===== src/rtl/switch_input_port.sv =====
// -----------------------------------------------------------------------------
// switch_input_port
//
// Memory-mapped read-side peripheral. The CPU polls the 16 board switches and
// a confirmation button through the IO read bus. The button is synchronised
// and debounced. Every accepted press (rising edge of the debounced level)
// captures a switch snapshot into a holding register, raises a valid flag,
// bumps a wrapping press counter and, if the previous snapshot was never
// collected, raises an overrun flag.
//
// Ports:
//   clk           system clock
//   rst           asynchronous active-low reset
//   switchCtrl    IO read strobe, one cycle per CPU load (qualifies side effects)
//   address       CPU load address
//   switchInput   raw board switches, asynchronous to clk
//   confirmation  raw confirm button, active-high, bouncing
//   dataIOInput   read data, zero-extended, combinational from register state
//   pressPulse    one-cycle pulse per accepted press (registered)
//
// Address map (anything else reads 0):
//   0xFFFF_FFC0  live synchronised switches
//   0xFFFF_FFC8  snapshot register          (read clears validFlag)
//   0xFFFF_FFCC  {29'b0, btnStable, overrunFlag, validFlag} (read clears overrun)
//   0xFFFF_FFCE  press counter
// -----------------------------------------------------------------------------
module switch_input_port #(
  parameter int DEBOUNCE_CYCLES = 1_000_000,
  parameter int CNT_W           = 20
) (
  input  logic        clk,
  input  logic        rst,
  input  logic        switchCtrl,
  input  logic [31:0] address,
  input  logic [15:0] switchInput,
  input  logic        confirmation,
  output logic [31:0] dataIOInput,
  output logic        pressPulse
);

  localparam logic [31:0] ADDR_LIVE   = 32'hFFFF_FFC0;
  localparam logic [31:0] ADDR_SNAP   = 32'hFFFF_FFC8;
  localparam logic [31:0] ADDR_STATUS = 32'hFFFF_FFCC;
  localparam logic [31:0] ADDR_COUNT  = 32'hFFFF_FFCE;

  localparam logic [CNT_W-1:0] CNT_LAST = CNT_W'(DEBOUNCE_CYCLES - 1);
  localparam logic [CNT_W-1:0] CNT_ONE  = CNT_W'(1);

  // Synchroniser stages
  logic        r_btn_meta;
  logic        r_btn_sync;
  logic [15:0] r_sw_meta;
  logic [15:0] r_sw_sync;

  // Debounce state
  logic             r_btn_stable;
  logic [CNT_W-1:0] r_dbc_cnt;

  // Press detection and capture state
  logic        r_stable_d;
  logic        r_press_pulse;
  logic [15:0] r_snap;
  logic        r_valid;
  logic        r_overrun;
  logic [15:0] r_press_cnt;

  // Combinational helpers
  logic        w_differ;
  logic        w_cnt_done;
  logic        w_rd_snap;
  logic        w_rd_status;
  logic        w_overrun_set;
  logic [31:0] w_read_data;

  assign w_differ    = (r_btn_sync != r_btn_stable);
  assign w_cnt_done  = (r_dbc_cnt == CNT_LAST);
  assign w_rd_snap   = switchCtrl & (address == ADDR_SNAP);
  assign w_rd_status = switchCtrl & (address == ADDR_STATUS);
  // A second capture before the snapshot was collected is an overrun, unless
  // the CPU is collecting it on this very edge.
  assign w_overrun_set = r_press_pulse & r_valid & ~w_rd_snap;

  // Two-flop synchronisers for the button and every switch bit
  always_ff @(posedge clk or negedge rst) begin
    if (!rst) begin
      r_btn_meta <= 1'b0;
      r_btn_sync <= 1'b0;
      r_sw_meta  <= 16'h0000;
      r_sw_sync  <= 16'h0000;
    end else begin
      r_btn_meta <= confirmation;
      r_btn_sync <= r_btn_meta;
      r_sw_meta  <= switchInput;
      r_sw_sync  <= r_sw_meta;
    end
  end

  // Debounce: count consecutive cycles where the synchronised level differs
  // from the accepted level; any return to the accepted level restarts it.
  always_ff @(posedge clk or negedge rst) begin
    if (!rst) begin
      r_btn_stable <= 1'b0;
      r_dbc_cnt    <= '0;
    end else if (!w_differ) begin
      r_btn_stable <= r_btn_stable;
      r_dbc_cnt    <= '0;
    end else if (w_cnt_done) begin
      r_btn_stable <= ~r_btn_stable;
      r_dbc_cnt    <= '0;
    end else begin
      r_btn_stable <= r_btn_stable;
      r_dbc_cnt    <= r_dbc_cnt + CNT_ONE;
    end
  end

  // Rising-edge detect on the debounced level; pulse lands one cycle after
  // the debounced level goes high.
  always_ff @(posedge clk or negedge rst) begin
    if (!rst) begin
      r_stable_d    <= 1'b0;
      r_press_pulse <= 1'b0;
    end else begin
      r_stable_d    <= r_btn_stable;
      r_press_pulse <= r_btn_stable & ~r_stable_d;
    end
  end

  // Snapshot register and press counter, loaded on each accepted press
  always_ff @(posedge clk or negedge rst) begin
    if (!rst) begin
      r_snap      <= 16'h0000;
      r_press_cnt <= 16'h0000;
    end else if (r_press_pulse) begin
      r_snap      <= r_sw_sync;
      r_press_cnt <= r_press_cnt + 16'h0001;
    end else begin
      r_snap      <= r_snap;
      r_press_cnt <= r_press_cnt;
    end
  end

  // Valid flag: a capture sets it and beats a simultaneous snapshot read
  always_ff @(posedge clk or negedge rst) begin
    if (!rst) begin
      r_valid <= 1'b0;
    end else if (r_press_pulse) begin
      r_valid <= 1'b1;
    end else if (w_rd_snap) begin
      r_valid <= 1'b0;
    end else begin
      r_valid <= r_valid;
    end
  end

  // Overrun flag: set wins over a simultaneous status read
  always_ff @(posedge clk or negedge rst) begin
    if (!rst) begin
      r_overrun <= 1'b0;
    end else if (w_overrun_set) begin
      r_overrun <= 1'b1;
    end else if (w_rd_status) begin
      r_overrun <= 1'b0;
    end else begin
      r_overrun <= r_overrun;
    end
  end

  // Zero-latency read mux; returns pre-clear values since flags update at the edge
  always_comb begin
    w_read_data = 32'h0000_0000;
    case (address)
      ADDR_LIVE:   w_read_data = {16'h0000, r_sw_sync};
      ADDR_SNAP:   w_read_data = {16'h0000, r_snap};
      ADDR_STATUS: w_read_data = {29'h0000_0000, r_btn_stable, r_overrun, r_valid};
      ADDR_COUNT:  w_read_data = {16'h0000, r_press_cnt};
      default:     w_read_data = 32'h0000_0000;
    endcase
  end

  assign dataIOInput = w_read_data;
  assign pressPulse  = r_press_pulse;

endmodule


===== config.mk =====
export PLATFORM = sky130hd
export DESIGN_NAME = switch_input_port
export DESIGN_NICKNAME = d
export VERILOG_FILES = /design/src/rtl/switch_input_port.sv
export SDC_FILE = /design/constraint.sdc
export NUM_CORES = 1
export LEC_CHECK = 0
export CAP_MARGIN = 10
export CORE_ASPECT_RATIO = 1.75
export CORE_UTILIZATION = 45
export DETAILED_ROUTE_END_ITERATION = 8
export GPL_ROUTABILITY_DRIVEN = 1
export HOLD_SLACK_MARGIN = 0.1
export MAX_ROUTING_LAYER = met4
export PLACE_DENSITY = 0.83
export SETUP_SLACK_MARGIN = 0.3
export SYNTH_ARGS = -nofsm -noshare
export SYNTH_HDL_FRONTEND = slang
export SYNTH_SLANG_ARGS = --single-unit

===== constraint.sdc =====
create_clock -name clk -period 3.82 [get_ports clk]
set_clock_uncertainty 0.1 [all_clocks]
set_input_delay 0.764 -clock clk [delete_from_list [all_inputs] [get_ports clk]]
set_output_delay 0.764 -clock clk [all_outputs]
set_load 0.05 [all_outputs]

==> out/metrics.csv, run 1 <==
stage,metric,value,unit
pwr,seqPwrFrac,0.483,
route,wirelength,8370,um
layout,fin_area,5430,um^2
worst_setup_path,worstSetupStartpointType,input port,
timing,max_clock_freq,285,MHz
die,die-width,73.2,um
placed_design,gp_routability_congestion,0.811,
synth,synthFlopType,dfrtp_1,
worst_setup_path,reg2reg_to,r_press_cnt[15],
worst_setup_path,critPathKind,in2out,
route,drtIter0Drc,220,
clock_network,cts_tree,built,
timing,fin_crit,3.51,ns
route,via_per_inst,5.20,
grt,grt_usage,0.202,
worst_setup_path,worstPathArrival,2.65,ns
synth,ys_ff_latch,91,
synth,seq_area_frac_synth,0.570,
worst_setup_path,r2r_slack,1.71,ns
synth,synth_edf_count,0,
clock_network,clock_path_buffers,2,
worst_setup_path,critPathTopFamily,simple AND/OR/NAND/NOR gates,
synth,synth.avg_cell_area,12.0,um^2
placed_design,port_buffers,68,
layout,areaGrowthSynthToFinish,35.9,%
grt,grt_pass1_vias,2952,
worst_setup_path,r2r_cells,5,
placed_design,placed_cell_area,5000,um^2
layout,final_common_cell,dfrtp_1,
layout,final_util,0.627,
clock_network,root_buffer,clkbuf_16,
timing,final-hold-violation-count,0,
timing,period_share,0.920,
grt,grt_max_degree,92,
placed_design,post-place-ws,-0.115,ns
worst_hold_path,min_path_type,reg2reg,
die,rows,45,
clock_network,clock_latency,0.34,ns
layout,final_nets,467,
worst_setup_path,crit_path_end_kind,primary output,
worst_setup_path,critPathSlowestCell,or4_4,
clock_network,cts_buffers,9,
clock_network,clkTransAtPathRegs,0.06,ns
layout,num_antenna_cells,0,
pwr,swShare,0.218,
pwr,power,2.06,mW
pwr,internal-power,1.61,mW
die,die_h,127,um
worst_setup_path,rr_startpoint,pressPulse,
pwr,p_per_area,379,nW/um^2
worst_setup_path,path_buf_inv,4,
placed_design,dp_hpwl,5590,um
pwr,power_frac_comb,0.065,
die,ios,85,
synth,ys_warn_count,0,
worst_hold_path,hp-start,r_sw_meta[5],
job,max_cap_violations,0,
worst_hold_path,min_to,r_sw_sync[5],
synth,synthCells,334,
pwr,clkPwrFrac,0.452,
clock_network,cts.sinks,91,
worst_setup_path,critPathRequiredTime,2.96,ns
pwr,power_switching,0.448,mW
timing,slew_headroom,0.263,
route,vias,2780,
worst_setup_path,cp_cell_sequence,"buf_2, nand4_1, or4_4, buf_6, or4_4, buf_12, o22ai_4, buf_12",
route,drc,0,
timing,maxSlewViolCount,0,
worst_setup_path,cp_max_fo,6,
synth,synthArstFlopShare,1.00,
worst_setup_path,slowest_delay,0.55,ns
timing,hold_ws,0.247,ns
pwr,ir_worst_vdd,0.382,mV
grt,grt_pass1_wl,13600,um
grt,grt.overflow.total,0,
layout,drive_gt1_frac,0.249,
timing,fin_ws,0.306,ns
layout,most-common-layout-cells,"dfrtp_1, mux2i_1, clkdlybuf4s50_1, mux2_2, buf_12",
outcome,status,completed,
timing,rsz0062_at_grt,true,
route,dr.pass1.iters,4,
route,drtAntennaViolNets,0,
route,wl_per_cell,15.6,um
worst_hold_path,worstHoldPathCells,0,
die,core_area,8670,um^2
die,dieArea,9280,um^2
pwr,leakage,2.37,nW
synth,synthesis.area,4000,um^2
grt,antenna_found_initial,0,
synth,ys_types,40,
timing,setup_viol,0,
die,initial_core_util,0.461,
timing,worst_slew_pin_slew,1.11,ns
clock_network,htreeDepth,3,
flip-flops by register name (all words and copies together), names as in the netlist:
signal        count
r_valid           1
r_sw_meta        16
pressPulse        1
r_btn_meta        1
r_snap           16
r_stable_d        1
r_btn_sync        1
r_press_cnt      16
r_dbc_cnt        20
r_btn_stable      1
r_overrun         1
r_sw_sync        16
through the flow:
step | instances | setup TNS (ns)
after floorplan | 349 | 0
after global placement | 511 | -0.461
after detailed placement | 511 | -1.38
after CTS | 533 | 0
after global routing | 535 | 0
final | 535 | 0
worst reg2reg max path, stage by stage (launching register included):
cell	delay, ns
dfrtp_1	0.37
buf_4	0.32
nand4_1	0.30
nor4_1	0.56
nand3_1	0.19
xnor2_1	0.16
how the worst max path moves through the flow:
stage                      from              to  slack [ns]  cells after the start
global placement     address[0]  dataIOInput[3]       -0.06                      7
detailed placement  address[21]  dataIOInput[6]       -0.11                      7
CTS                  address[0]  dataIOInput[3]        0.29                      7
global route        address[10]  dataIOInput[3]        0.25                      8
finish              address[10]  dataIOInput[3]        0.31                      8
floorplan            address[0]  dataIOInput[0]        0.05                      5
kinds of logic (layout without fill, tap and decap cells):
group / Yosys count / after routing / synth area share
DFF: 91 / 91 / 0.570
adders and majority gates: 2 / 2 / 0.00626
muxes: 37 / 37 / 0.0983
AOI/OAI and AO/OA: 34 / 34 / 0.0664
and+or+nand+nor: 94 / 94 / 0.132
buffers and inverters: 48 / 117 / 0.0667
xor gates and xnor gates: 27 / 27 / 0.0592
other: 1 / 16 / 0.000938
cells in the mapped netlist (2+ instances only):
cell type,n,area [um^2]
dfrtp_1,91,2280
and4_1,2,17.5
nand3_1,10,50.1
nand2_1,15,56.3
a21oi_1,8,40.0
and3_1,4,25.0
nand4_1,16,100
mux2i_1,19,190
buf_2,2,10.0
o22ai_1,6,37.5
nor2_1,16,60.1
nor3_1,4,20.0
or4_4,2,22.5
inv_1,17,63.8
and2_1,3,18.8
xnor2_1,16,140
o31ai_1,2,15.0
clkbuf_1,11,41.3
nor4_1,3,18.8
mux2_2,18,203
nand4b_1,2,17.5
buf_4,16,120
xor2_1,11,96.3
ha_1,2,25.0
or3_1,8,50.1
o21ai_0,6,30.0
or4_1,2,15.0
o22ai_2,10,125
per-layer routing:
metal,track usage,up-vias,part of all wire
met5,-,-,0
met4,0.118,0,0.029
met1,0.213,1383,0.38
li1,-,1291,-
met3,0.0381,21,0.053
met2,0.343,85,0.54
timing repair:
| action | in CTS | in global routing |
|---|---|---|
| setup buffers | 4 | 2 |
| gates cloned | 2 | 0 |
| gates resized for setup | 79 | 7 |
| endpoints found under the setup margin | 16 | 16 |
| pin swaps | 13 | 17 |
| hold buffers | 0 | 0 |
power groups by stage:
stage	logic, mW	clock network [mW]	registers [mW]
6_report	0.134	0.929	0.994
5_1_grt	0.145	0.991	0.995
4_1_cts	0.134	0.942	0.994
3_5_place_dp	0.143	0	1.01
3_3_place_gp	0.141	0	1.01
2_1_floorplan	0.0777	0	1.01
cell type report:
class / instances / area, um^2
repair buffers: 84 / 962
flip-flops and latches: 91 / 2280
multi-input cells: 210 / 1670
well taps: 117 / 146
inverters: 17 / 63.8
fillers: 696 / 3240
clock buffers: 10 / 229
clock inverters: 6 / 88.8
(Power assumes the default switching activity.)
==> inputs of run 2 (changes only) <==
Settings changed: CORE_MARGIN set to 4.
==> run 2 against run 1 <==
  * Register-to-register slack worse by 0.08 ns
  * Power fell by 3.9%
  * Hold slack worse by 0.0012 ns
  * Wire length increased by 5.8%
  * Global-route usage fell by 1.8 points
  * Combinational power rose by 4%
  * Maximum frequency up 2.0%
  * Final area is 0.37% higher
  * Critical endpoint is now dataIOInput[14]
  * Highest routed layer unchanged
==> out/metrics.csv, run 2 (same netlist as run 1, synthesis figures left out) <==
stage,metric,value,unit
worst_setup_path,cp.depth,7,
worst_setup_path,worstPathArrival,2.58,ns
worst_hold_path,worstHoldPathCells,0,
worst_setup_path,cp_max_fo,5,
layout,drive_gt1_frac,0.243,
clock_network,clock_latency,0.33,ns
layout,largest_reg_flops,20,
pwr,p_per_area,363,nW/um^2
clock_network,cts_hold_buffers,0,
worst_setup_path,crit_path_end_kind,primary output,
layout,num_antenna_cells,0,
die,initial_core_util,0.461,
pwr,power,1.98,mW
timing,rsz0062_at_grt,false,
clock_network,clock_path_buffers,2,
route,wl_per_cell,16.6,um
grt,grt_usage,0.183,
timing,fin_crit,3.44,ns
grt,grt_pass1_wl,14500,um
clock_network,cts_tree,built,
placed_design,dp_hpwl,5970,um
timing,hold_ws,0.246,ns
worst_setup_path,critPathTopFamily,simple AND/OR/NAND/NOR gates,
route,via_per_inst,5.26,
timing,slew_headroom,0.558,
worst_setup_path,critPathSlowestCell,or4_4,
timing,setup_viol,0,
clock_network,cts_buffers,9,
clock_network,clkTransAtPathRegs,0.06,ns
die,die-width,79.2,um
placed_design,gp_routability_congestion,0.816,
layout,areaGrowthSynthToFinish,36.4,%
grt,grt_max_degree,92,
worst_setup_path,r2r_cells,5,
die,die_h,133,um
outcome,status,completed,
placed_design,port_buffers,68,
timing,maxSlewViolCount,0,
die,ios,85,
layout,fillerInstances,675,
clock_network,cts.sinks,91,
worst_setup_path,path_buf_inv,3,
layout,regMostFlops,r_dbc_cnt,
pwr,leakage,2.42,nW
route,dr.pass1.iters,4,
layout,fin_area,5450,um^2
die,core_area,8670,um^2
worst_setup_path,critPathKind,in2out,
job,max_cap_violations,0,
route,drtIter0Drc,213,
layout,final_common_cell,dfrtp_1,
timing,worst_slew_pin_slew,0.657,ns
timing,max_clock_freq,290,MHz
layout,most-common-layout-cells,"dfrtp_1, mux2i_1, clkdlybuf4s50_1, mux2_2, buf_12",
route,vias,2806,
timing,period_share,0.902,
die,rows,45,
route,drtAntennaViolNets,0,
grt,grt_pass1_vias,3017,
worst_setup_path,worstSetupStartpointType,input port,
route,drc,0,
worst_setup_path,cp_cell_sequence,"buf_6, nand4_1, or4_4, or4_4, buf_12, o22ai_4, buf_12",
clock_network,htreeDepth,3,
pwr,ir_worst_vdd,0.340,mV
route,wirelength,8860,um
worst_setup_path,slowest_delay,0.57,ns
grt,grt.overflow.total,0,
layout,stdcell_count,533,
grt,antenna_found_initial,0,
layout,final_nets,467,
placed_design,dp_cells,510,
die,dieArea,10500,um^2
placed_design,placed_cell_area,4990,um^2
worst_hold_path,min_path_type,reg2reg,
timing,final-hold-violation-count,0,
worst_setup_path,critPathRequiredTime,2.96,ns
clock_network,root_buffer,clkbuf_16,
[run 2: area by class of cell]
cell class                      instances  area, um^2  area share
Sequential cell                        91        2280       0.418
Multi-Input combinational cell        210        1670       0.306
Timing Repair Buffer                   84        1010       0.186
Clock buffer                           12         246      0.0452
Tap cell                              117         146      0.0268
Inverter                               17        63.8      0.0117
Clock inverter                          2        37.5     0.00688
[run 2: final timing paths]
path	startpoint	endpoint	slack, ns
worst max-delay path	address[9]	dataIOInput[14]	0.38
worst min-delay path	r_sw_meta[1]	r_sw_sync[1]	0.25
worst max register to register	pressPulse	r_press_cnt[15]	1.63
worst min register to register	r_sw_meta[1]	r_sw_sync[1]	0.25
max in group asynchronous	rst	r_press_cnt[11]	2.72
min in group asynchronous	rst	r_snap[7]	0.28
[run 2: report_power, final]
group	internal (mW)	leakage (nW)	switching (mW)	total (mW)
clock network	0.517	0.135	0.325	0.842
logic	0.0557	1.10	0.0845	0.140
registers	0.985	1.19	0.00935	0.994
[run 2: worst register-to-register path: cells and delay by family, from the launching register on]
| family | cells | cell delay, ns |
|---|---|---|
| simple gates | 3 | 1.11 |
| flops | 1 | 0.37 |
| buf+inv | 1 | 0.33 |
| xor+xnor | 1 | 0.17 |
[run 2: stage by stage]
stage | util | setup slack, ns | setup TNS [ns]
4_1_cts | 0.623 | 0.310 | 0
3_3_place_gp | 0.576 | -0.0751 | -0.553
3_5_place_dp | 0.576 | -0.125 | -1.43
5_1_grt | 0.629 | 0.320 | 0
6_report | 0.629 | 0.375 | 0
2_1_floorplan | - | 0.0466 | 0
[run 2: timing repair]
| action | CTS | global route |
|---|---|---|
| endpoints found under the setup margin | 16 | 16 |
| gates resized for setup | 75 | 12 |
| pin swaps | 15 | 10 |
| buffers inserted | 5 | 1 |
| gates cloned | 2 | 0 |
[run 2: layer usage]
metal / share of wire / global-route usage / vias to the layer above
met4: 0.017 / 0.0746 / 0
met3: 0.066 / 0.0484 / 13
met1: 0.35 / 0.191 / 1400
met5: 0 / - / -
li1: - / - / 1296
met2: 0.57 / 0.322 / 97
